### src/rtl/fsu_seq_pkg.sv
// Shared types and defaults for the FSU adder sequencer.
//   fsu_seq_state_t : sequencer state encoding
//   FSU_SLEN_W_DEF  : default stream-length / result width
//   FSU_BDEP_DEF    : default adder-tree pipeline latency
package fsu_seq_pkg;

  localparam int unsigned FSU_SLEN_W_DEF = 8;
  localparam int unsigned FSU_BDEP_DEF   = 2;

  typedef enum logic [2:0] {
    StIdle,
    StClear,
    StRun,
    StDrain,
    StDone
  } fsu_seq_state_t;

endpackage

### src/rtl/bit_delay.sv
// Fixed-depth single-bit delay line with synchronous clear.
//   clk : clock
//   clr : synchronous clear of every stage
//   d   : input bit
//   q   : d delayed by DEPTH cycles (a plain wire when DEPTH is 0)
module bit_delay #(
  parameter int unsigned DEPTH = 2
) (
  input  logic clk,
  input  logic clr,
  input  logic d,
  output logic q
);

  if (DEPTH == 0) begin : g_wire
    assign q = d;
  end else begin : g_sr
    logic [DEPTH-1:0] sr_q;

    always_ff @(posedge clk) begin
      if (clr) begin
        sr_q <= '0;
      end else begin
        // Shift towards the MSB; written without slicing so DEPTH = 1 works.
        sr_q <= (sr_q << 1) | DEPTH'(d);
      end
    end

    assign q = sr_q[DEPTH-1];
  end

endmodule

### src/rtl/fsu_add_seq.sv
// Sequencer for one FSU bitstream adder. Each accepted request clears the
// adder accumulator, enables the bitstream sources for slen cycles, drains the
// adder pipeline and returns the number of '1's seen on add_bit over the
// pipeline-aligned window.
//   clk     : clock
//   rst     : synchronous active-high reset
//   start   : run request, only honoured in idle
//   slen    : stream length, latched with start
//   abort   : cancel the run in progress
//   add_bit : adder output bit
//   busy    : high whenever not idle
//   clr     : one-cycle accumulator clear
//   src_en  : bitstream source enable
//   done    : one-cycle completion pulse
//   result  : '1' count of the last run
module fsu_add_seq
  import fsu_seq_pkg::*;
#(
  parameter int unsigned SLEN_W = FSU_SLEN_W_DEF,
  parameter int unsigned BDEP   = FSU_BDEP_DEF
) (
  input  logic              clk,
  input  logic              rst,
  input  logic              start,
  input  logic [SLEN_W-1:0] slen,
  input  logic              abort,
  input  logic              add_bit,
  output logic              busy,
  output logic              clr,
  output logic              src_en,
  output logic              done,
  output logic [SLEN_W-1:0] result
);

  // The cycle counter is shared by RUN and DRAIN, so it must hold both ranges.
  localparam int unsigned BdepW = $clog2(BDEP + 1);
  localparam int unsigned CntW  = (SLEN_W > BdepW) ? SLEN_W : BdepW;
  localparam logic [CntW-1:0] DrainLast = CntW'((BDEP == 0) ? 0 : BDEP - 1);
  localparam fsu_seq_state_t AfterRun = (BDEP == 0) ? StDone : StDrain;

  fsu_seq_state_t    state_q;
  logic [SLEN_W-1:0] len_q;
  logic [CntW-1:0]   cnt_q;
  logic [SLEN_W-1:0] result_q;
  logic              in_run;
  logic              abort_hit;
  logic              cap_en;

  assign in_run    = (state_q == StClear) || (state_q == StRun) || (state_q == StDrain);
  assign abort_hit = abort && in_run;

  // Outputs decode the registered state only.
  assign busy   = (state_q != StIdle);
  assign clr    = (state_q == StClear);
  assign src_en = (state_q == StRun);
  assign done   = (state_q == StDone);
  assign result = result_q;

  // cap_en marks the cycles where add_bit carries bits launched under src_en.
  bit_delay #(
    .DEPTH(BDEP)
  ) u_cap_delay (
    .clk(clk),
    .clr(rst || abort_hit),
    .d  (src_en),
    .q  (cap_en)
  );

  always_ff @(posedge clk) begin
    if (rst) begin
      state_q  <= StIdle;
      len_q    <= '0;
      cnt_q    <= '0;
      result_q <= '0;
    end else if (abort_hit) begin
      state_q  <= StIdle;
      cnt_q    <= '0;
      result_q <= '0;
    end else begin
      if (cap_en && add_bit) begin
        result_q <= result_q + 1'b1;
      end
      unique case (state_q)
        StIdle: begin
          if (start) begin
            len_q   <= slen;
            state_q <= StClear;
          end
        end
        StClear: begin
          cnt_q    <= '0;
          result_q <= '0;
          if (len_q != '0) begin
            state_q <= StRun;
          end else begin
            state_q <= AfterRun;
          end
        end
        StRun: begin
          if (cnt_q == CntW'(len_q - 1'b1)) begin
            cnt_q   <= '0;
            state_q <= AfterRun;
          end else begin
            cnt_q <= cnt_q + 1'b1;
          end
        end
        StDrain: begin
          if (cnt_q == DrainLast) begin
            cnt_q   <= '0;
            state_q <= StDone;
          end else begin
            cnt_q <= cnt_q + 1'b1;
          end
        end
        StDone: begin
          state_q <= StIdle;
        end
        default: begin
          state_q <= StIdle;
        end
      endcase
    end
  end

endmodule

### config.mk
export PLATFORM = sky130hd
export DESIGN_NAME = fsu_add_seq
export DESIGN_NICKNAME = d
export VERILOG_FILES = /design/src/rtl/fsu_seq_pkg.sv /design/src/rtl/bit_delay.sv /design/src/rtl/fsu_add_seq.sv
export SDC_FILE = /design/constraint.sdc
export NUM_CORES = 1
export LEC_CHECK = 0
export ABC_CLOCK_PERIOD_IN_PS = 2510
export CORE_ASPECT_RATIO = 1.75
export CORE_UTILIZATION = 55
export CTS_BUF_LIST = sky130_fd_sc_hd__clkbuf_2 sky130_fd_sc_hd__clkbuf_4 sky130_fd_sc_hd__clkbuf_8
export CTS_CLUSTER_DIAMETER = 200
export DETAILED_ROUTE_END_ITERATION = 7
export PLACE_DENSITY = 0.94
export SKIP_CTS_REPAIR_TIMING = 1
export SLEW_MARGIN = 15
export SYNTH_ARGS = -nofsm -noshare
export SYNTH_HDL_FRONTEND = slang
export SYNTH_HIERARCHICAL = 1
export SYNTH_SLANG_ARGS = --single-unit
### constraint.sdc
create_clock -name clk -period 2.51 [get_ports clk]
set_input_delay 0.6275 -clock clk [delete_from_list [all_inputs] [get_ports clk]]
set_output_delay 0.6275 -clock clk [all_outputs]
set_load 0.03 [all_outputs]
==> results_dict.tcl, run 1 <==
set metrics [dict create \
    rsz0062_at_grt "false" \
    drive_gt1_frac 0.0864 \
    powerDensity_nw_per_um2 801 \
    grt_pass1_vias 1444 \
    tightest_slew_ns 0.592 \
    synth_area_um2 1550 \
    area_delta_synth_final_pct 22.5 \
    hold_viol 0 \
    critPathRequiredTime_ns 1.88 \
    crit_fanout 10 \
    timing.rr.end "cnt_q[4]" \
    htree_levels 2 \
    ys_ff_latch 29 \
    crit_path_start_kind "flop" \
    clkPwrFrac 0.259 \
    postSynthCellCount 192 \
    die_w_um 42.1 \
    post-route-util 0.706 \
    timing.max_cap.violations 0 \
    p_leak_uw 0.000708 \
    antenna_cells 0 \
    clk_latency_ns 0.28 \
    rrSetupSlack_ns 0.24 \
    row_count 25 \
    drt_wl_total_um 3270 \
    antenna_found_initial 0 \
    cts_buffer_depth 2 \
    max_freq_mhz 420 \
    io_pins 25 \
    slew_headroom 0.603 \
    rr_startpoint "len_q[0]" \
    ant_nets 0 \
    drt_iter0_markers 42 \
    seq_area_frac_synth 0.374 \
    cts.sinks 29 \
    via_count 1411 \
    p_sw_frac 0.362 \
    wl_per_cell_um 13.3 \
    ctsRootBufferMaster "clkbuf_8" \
    nFillCells 204 \
    pwr-share-comb 0.364 \
    die_area_um2 3040 \
    cp-endpoint "clr" \
    start_util 0.576 \
    synth_nets 209 \
    fin_crit_sh 0.949 \
    yosys_warnings 6 \
    port_buffers 24 \
    worstPathArrival_ns 1.75 \
    core_area_um2 2690 \
    critPathCaptureType "primary output" \
    nNetsFinal 237 \
    grt_max_degree 11 \
    p_seq_frac 0.378 \
    globalplace.congestion 0.827 \
    vias_per_cell 5.71 \
    peakVddDrop_uv 549 \
    min_period_ns 2.38 \
    path_clk_slew_ns 0.06 \
    internal-power_uw 970 \
    dr.pass1.iters 6 \
    worstRegToRegCells 8 \
    track_usage 0.247 \
    ys_types 39 \
    cts_tree "done" \
    finalMaxSlewViolations 0 \
    hold_path_class "flop to flop" \
    synth.avg_cell_area_um2 8.07 \
    critical_path_class "flop to primary output" \
    setup_viol 0 \
    cts_made_buffers 5 \
    die_h_um 72.2 \
    grt.overflow.total 0 \
    crit_start "state_q[0]" \
    power_switching_uw 550 \
    grt_first_pass_wirelength_um 5630 \
    drc_errors 0 \
    tns_ns 0 \
    status "complete, no violations" \
    clock_skew_ns 0.00281 \
    dp_hpwl_um 2470 \
]
kinds of logic after synthesis:
family                   share of synthesized area
XOR/XNOR                                     0.113
AND/OR/NAND/NOR                              0.295
AO/OA/AOI/OAI                                0.137
adder cells (fa/ha/maj)                     0.0323
buffers and inverters                       0.0476
flip-flops                                   0.374
layout by cell type (no fill, tap or decap), types with 2 or more instances in the layout:
| cell | instances |
|---|---|
| buf_4 | 5 |
| nor3_1 | 5 |
| or4b_1 | 2 |
| nor4_1 | 2 |
| nor2b_1 | 2 |
| dfxtp_1 | 29 |
| nand2b_1 | 5 |
| ha_1 | 4 |
| xor2_1 | 7 |
| and2_1 | 2 |
| nand4b_1 | 2 |
| clkdlybuf4s50_1 | 23 |
| a211o_1 | 2 |
| clkbuf_8 | 6 |
| o21ai_0 | 7 |
| nand3b_1 | 3 |
| xnor2_1 | 13 |
| inv_1 | 5 |
| nand3_1 | 9 |
| nor2_1 | 24 |
| nand2_1 | 31 |
| a211o_2 | 2 |
| a21oi_1 | 14 |
worst min path at each step:
stage / start / endpoint / slack (ns) / cells after the start
global placement: u_cap_delay/g_sr.sr_q[0] / u_cap_delay/g_sr.sr_q[1] / 0.42 / 1
finish: u_cap_delay/g_sr.sr_q[0] / u_cap_delay/g_sr.sr_q[1] / 0.45 / 1
detailed placement: u_cap_delay/g_sr.sr_q[0] / u_cap_delay/g_sr.sr_q[1] / 0.43 / 1
global route: u_cap_delay/g_sr.sr_q[0] / u_cap_delay/g_sr.sr_q[1] / 0.48 / 1
floorplan: u_cap_delay/g_sr.sr_q[0] / u_cap_delay/g_sr.sr_q[1] / 0.41 / 1
CTS: u_cap_delay/g_sr.sr_q[0] / u_cap_delay/g_sr.sr_q[1] / 0.45 / 1
stage by stage:
stage          area, um^2  hold slack, ns  instances  setup slack [ns]  total power, uW
2_1_floorplan        1550           0.414        192             0.459              979
3_3_place_gp         1810           0.421        240             0.301             1120
3_5_place_dp         1810           0.428        240             0.271             1130
4_1_cts              1900           0.446        247           -0.0349             1530
5_1_grt              1900           0.477        247            0.0329             1620
6_report             1900           0.451        247             0.129             1520
flip-flops by register name, summed over array words and instances (netlist names):
name and count:
len_q 8, u_cap_delay/g_sr.sr_q 2, result 8, cnt_q 8
state_q 3
critical path, stage by stage (launching register included):
cell             delay, ns
dfxtp_1               0.53
nand2b_1              0.16
nor2_1                0.11
clkdlybuf4s50_1       0.67
metal layers:
layer | track usage | share of wire | vias to the layer above
li1 | - | - | 704
met1 | 0.202 | 0.34 | 654
met2 | 0.457 | 0.56 | 38
met3 | 0.0846 | 0.046 | 15
met4 | 0.198 | 0.053 | 0
met5 | 0 | 0 | -
cells in the mapped netlist (all sizes together):
| library cell | count | area share |
|---|---|---|
| nand4b | 2 | 0.011 |
| nand3 | 9 | 0.029 |
| xnor2 | 13 | 0.073 |
| nand4 | 1 | 0.0040 |
| a31oi | 1 | 0.0040 |
| buf | 1 | 0.0073 |
| nand2b | 5 | 0.020 |
| or2b | 1 | 0.0057 |
| a211o | 4 | 0.024 |
| dfxtp | 29 | 0.37 |
| o211ai | 1 | 0.0048 |
| or4b | 2 | 0.013 |
| ha | 4 | 0.032 |
| nor2 | 25 | 0.062 |
| o22ai | 1 | 0.0040 |
| or4 | 1 | 0.0073 |
| o41ai | 1 | 0.0057 |
| inv | 5 | 0.012 |
| and2 | 3 | 0.012 |
| a21oi | 14 | 0.045 |
| nor3 | 5 | 0.016 |
| clkdlybuf4s25 | 1 | 0.0065 |
| a2111oi | 1 | 0.018 |
| a21o | 1 | 0.0057 |
| o21ai | 8 | 0.026 |
| nand3b | 3 | 0.015 |
| nor3b | 1 | 0.0048 |
| and3 | 1 | 0.0040 |
| nand2 | 31 | 0.075 |
| nor2b | 2 | 0.0081 |
| xor2 | 7 | 0.040 |
| nor4 | 2 | 0.0081 |
| clkbuf | 6 | 0.022 |
cell type report:
type	instances	area, um^2	area share
Tap cell	27	33.8	0.0178
Sequential cell	29	581	0.306
Multi-Input combinational cell	150	896	0.472
Inverter	5	18.8	0.00988
Clock buffer	7	90.1	0.0474
Timing Repair Buffer	29	280	0.148
power by group through the flow:
stage               sequential, uW  clock (uW)  combinational (uW)
CTS                            572         397                 557
global route                   583         421                 614
finish                         574         393                 553
floorplan                      561           0                 418
global placement               579           0                 542
detailed placement             582           0                 548
Power figures use the tool's default switching activity.
==> run 2: changes to the inputs <==
- CORE_MARGIN: default -> 5
- SYNTH_HIERARCHICAL: 1 -> default
==> run 2 against run 1 <==
- clock skew increased by 0.0012 ns
- fmax increased by 1.2%
- synthesized cell count decreased by 2.1%
- synthesized area decreased by 0.24%
- via count increased by 3.9%
- worst hold slack got worse by 0.014 ns
- core utilization increased by 0.80 points
- first-iteration DRC count increased by 38%
- critical endpoint is now cnt_q[4]
- largest cell class unchanged
==> results_dict.tcl, run 2 <==
set metrics [dict create \
    status "complete, no violations" \
    clk_latency_ns 0.28 \
    crit_chain "inv_1, ha_1, xnor2_1, or4b_4, a2111oi_4, buf_4, nor2_1, a221o_1" \
    die_w_um 50.1 \
    tns_ns 0 \
    drt_wl_total_um 3670 \
    ant_nets 0 \
    layout_common_cells "nor2_1 (28), dfxtp_1 (28), clkdlybuf4s50_1 (24), nand2_1 (22), xor2_1 (12)" \
    dp_hpwl_um 2680 \
    area_delta_synth_final_pct 25.6 \
    clock_skew_ns 0.00401 \
    grt.overflow.total 0 \
    worst_path_max_delay_cell "or4b_4" \
    via_count 1466 \
    slew_headroom 0.646 \
    dr.pass1.iters 4 \
    cts.sinks 29 \
    synth_edf_count 0 \
    path_clk_slew_ns 0.06 \
    ys_types 37 \
    cts_made_buffers 5 \
    nNetsFinal 234 \
    seq_area_frac_synth 0.375 \
    synth_common_cells "dfxtp_1 (29), nor2_1 (28), nand2_1 (22)" \
    path_delay_family "simple AND/OR/NAND/NOR gates" \
    synth_most_common_cell "dfxtp_1" \
    ys_ff_latch 29 \
    synth_nets 205 \
    wl_per_cell_um 15.0 \
    multi_input_area_um2 918 \
    die_h_um 80.1 \
    async_flop_share 0 \
    yosys_warnings 0 \
    drt_iter0_markers 58 \
    synth_top_cell_by_area "dfxtp_1" \
    fin_crit_sh 0.937 \
    hold_path_class "flop to flop" \
    row_count 25 \
    nFillCells 187 \
    max_freq_mhz 425 \
    hold_viol 0 \
    vias_per_cell 5.98 \
    dpl_worst_slack_ns 0.0604 \
    cts_buffer_depth 2 \
    globalplace.congestion 0.816 \
    synth_ff_type "dfxtp_1" \
    antenna_cells 0 \
    peakVddDrop_uv 676 \
    p_leak_uw 0.000796 \
    synth.area.top_cells "dfxtp_1 (38%), nor2_1 (6.8%), xor2_1 (6.8%)" \
    critPathRequiredTime_ns 2.67 \
    ctsRootBufferMaster "clkbuf_8" \
    tightest_slew_ns 0.528 \
    finalMaxSlewViolations 0 \
    fin_area_um2 1940 \
    die_area_um2 4010 \
    antenna_found_initial 0 \
    track_usage 0.199 \
    powerDensity_nw_per_um2 730 \
    grt_pass1_vias 1434 \
    slowest_delay_ns 0.53 \
    cts_tree "done" \
    worstPathArrival_ns 2.52 \
    synth.avg_cell_area_um2 8.23 \
    drive_gt1_frac 0.0917 \
    synth_area_um2 1550 \
    grt_max_degree 11 \
    drc_errors 0 \
    crit_fanout 5 \
    regArea_um2 582 \
    postSynthCellCount 188 \
    io_pins 25 \
    critPathCaptureType "flop" \
    start_util 0.568 \
    crit_path_start_kind "flop" \
    post_dp_cell_area_um2 1830 \
    timing.hold.ws_ns 0.438 \
    min_period_ns 2.35 \
    synth_top_area_share 0.375 \
    timing.max_cap.violations 0 \
    setup_viol 0 \
    grt_first_pass_wirelength_um 6170 \
    htree_levels 2 \
    port_buffers 24 \
    fin_ws_ns 0.157 \
    critical_path_class "flop to flop" \
    core_area_um2 2720 \
    cp_num_buf_inv 2 \
]
==> run 2: metal layers <==
metal	vias up	GRT usage	part of all wire
met5	-	0	0
met4	0	0.115	0.035
met2	45	0.379	0.58
li1	709	-	-
met1	696	0.178	0.35
met3	16	0.0538	0.039
==> run 2: final timing paths <==
kind                            startpoint                       end  slack (ns)  cells after the start
setup / recovery                  len_q[0]                  cnt_q[4]        0.16                      8
hold / removal    u_cap_delay.g_sr.sr_q[0]  u_cap_delay.g_sr.sr_q[1]        0.44                      1
setup reg to reg                  len_q[0]                  cnt_q[4]        0.16                      8
hold reg to reg   u_cap_delay.g_sr.sr_q[0]  u_cap_delay.g_sr.sr_q[1]        0.44                      1
==> run 2: final cells by class <==
cell class / count / area share
inverters: 6 / 0.0116
multi-input cells: 145 / 0.473
clock inverters: 1 / 0.00258
flip-flops and latches: 29 / 0.299
repair buffers: 30 / 0.147
clock buffers: 7 / 0.0496
well taps: 27 / 0.0174
==> run 2: per-stage QoR <==
stage                     instances  power [uW]   util
final                           245        1420  0.714
after global routing            245        1500  0.714
after CTS                       244        1420  0.709
after detailed placement        236         990  0.672
after global placement          236         979  0.672
after floorplan                 188         853      -
==> run 2: cell families after synthesis <==
| logic type | share of synthesized area |
|---|---|
| buffers and inverters | 0.0340 |
| adder cells (fa/ha/maj) | 0.0324 |
| XOR/XNOR | 0.102 |
| AND/OR/NAND/NOR | 0.302 |
| flip-flops | 0.375 |
| AO/OA/AOI/OAI | 0.142 |
| multiplexers | 0.0129 |
==> run 2: power breakdown <==
| group | total [uW] | leakage (uW) | internal (uW) | switching (uW) |
|---|---|---|---|---|
| registers | 554 | 0.000236 | 499 | 54.9 |
| clock network | 417 | 0.0000542 | 247 | 170 |
| logic | 447 | 0.000506 | 184 | 263 |
| total | 1420 | 0.000796 | 930 | 488 |
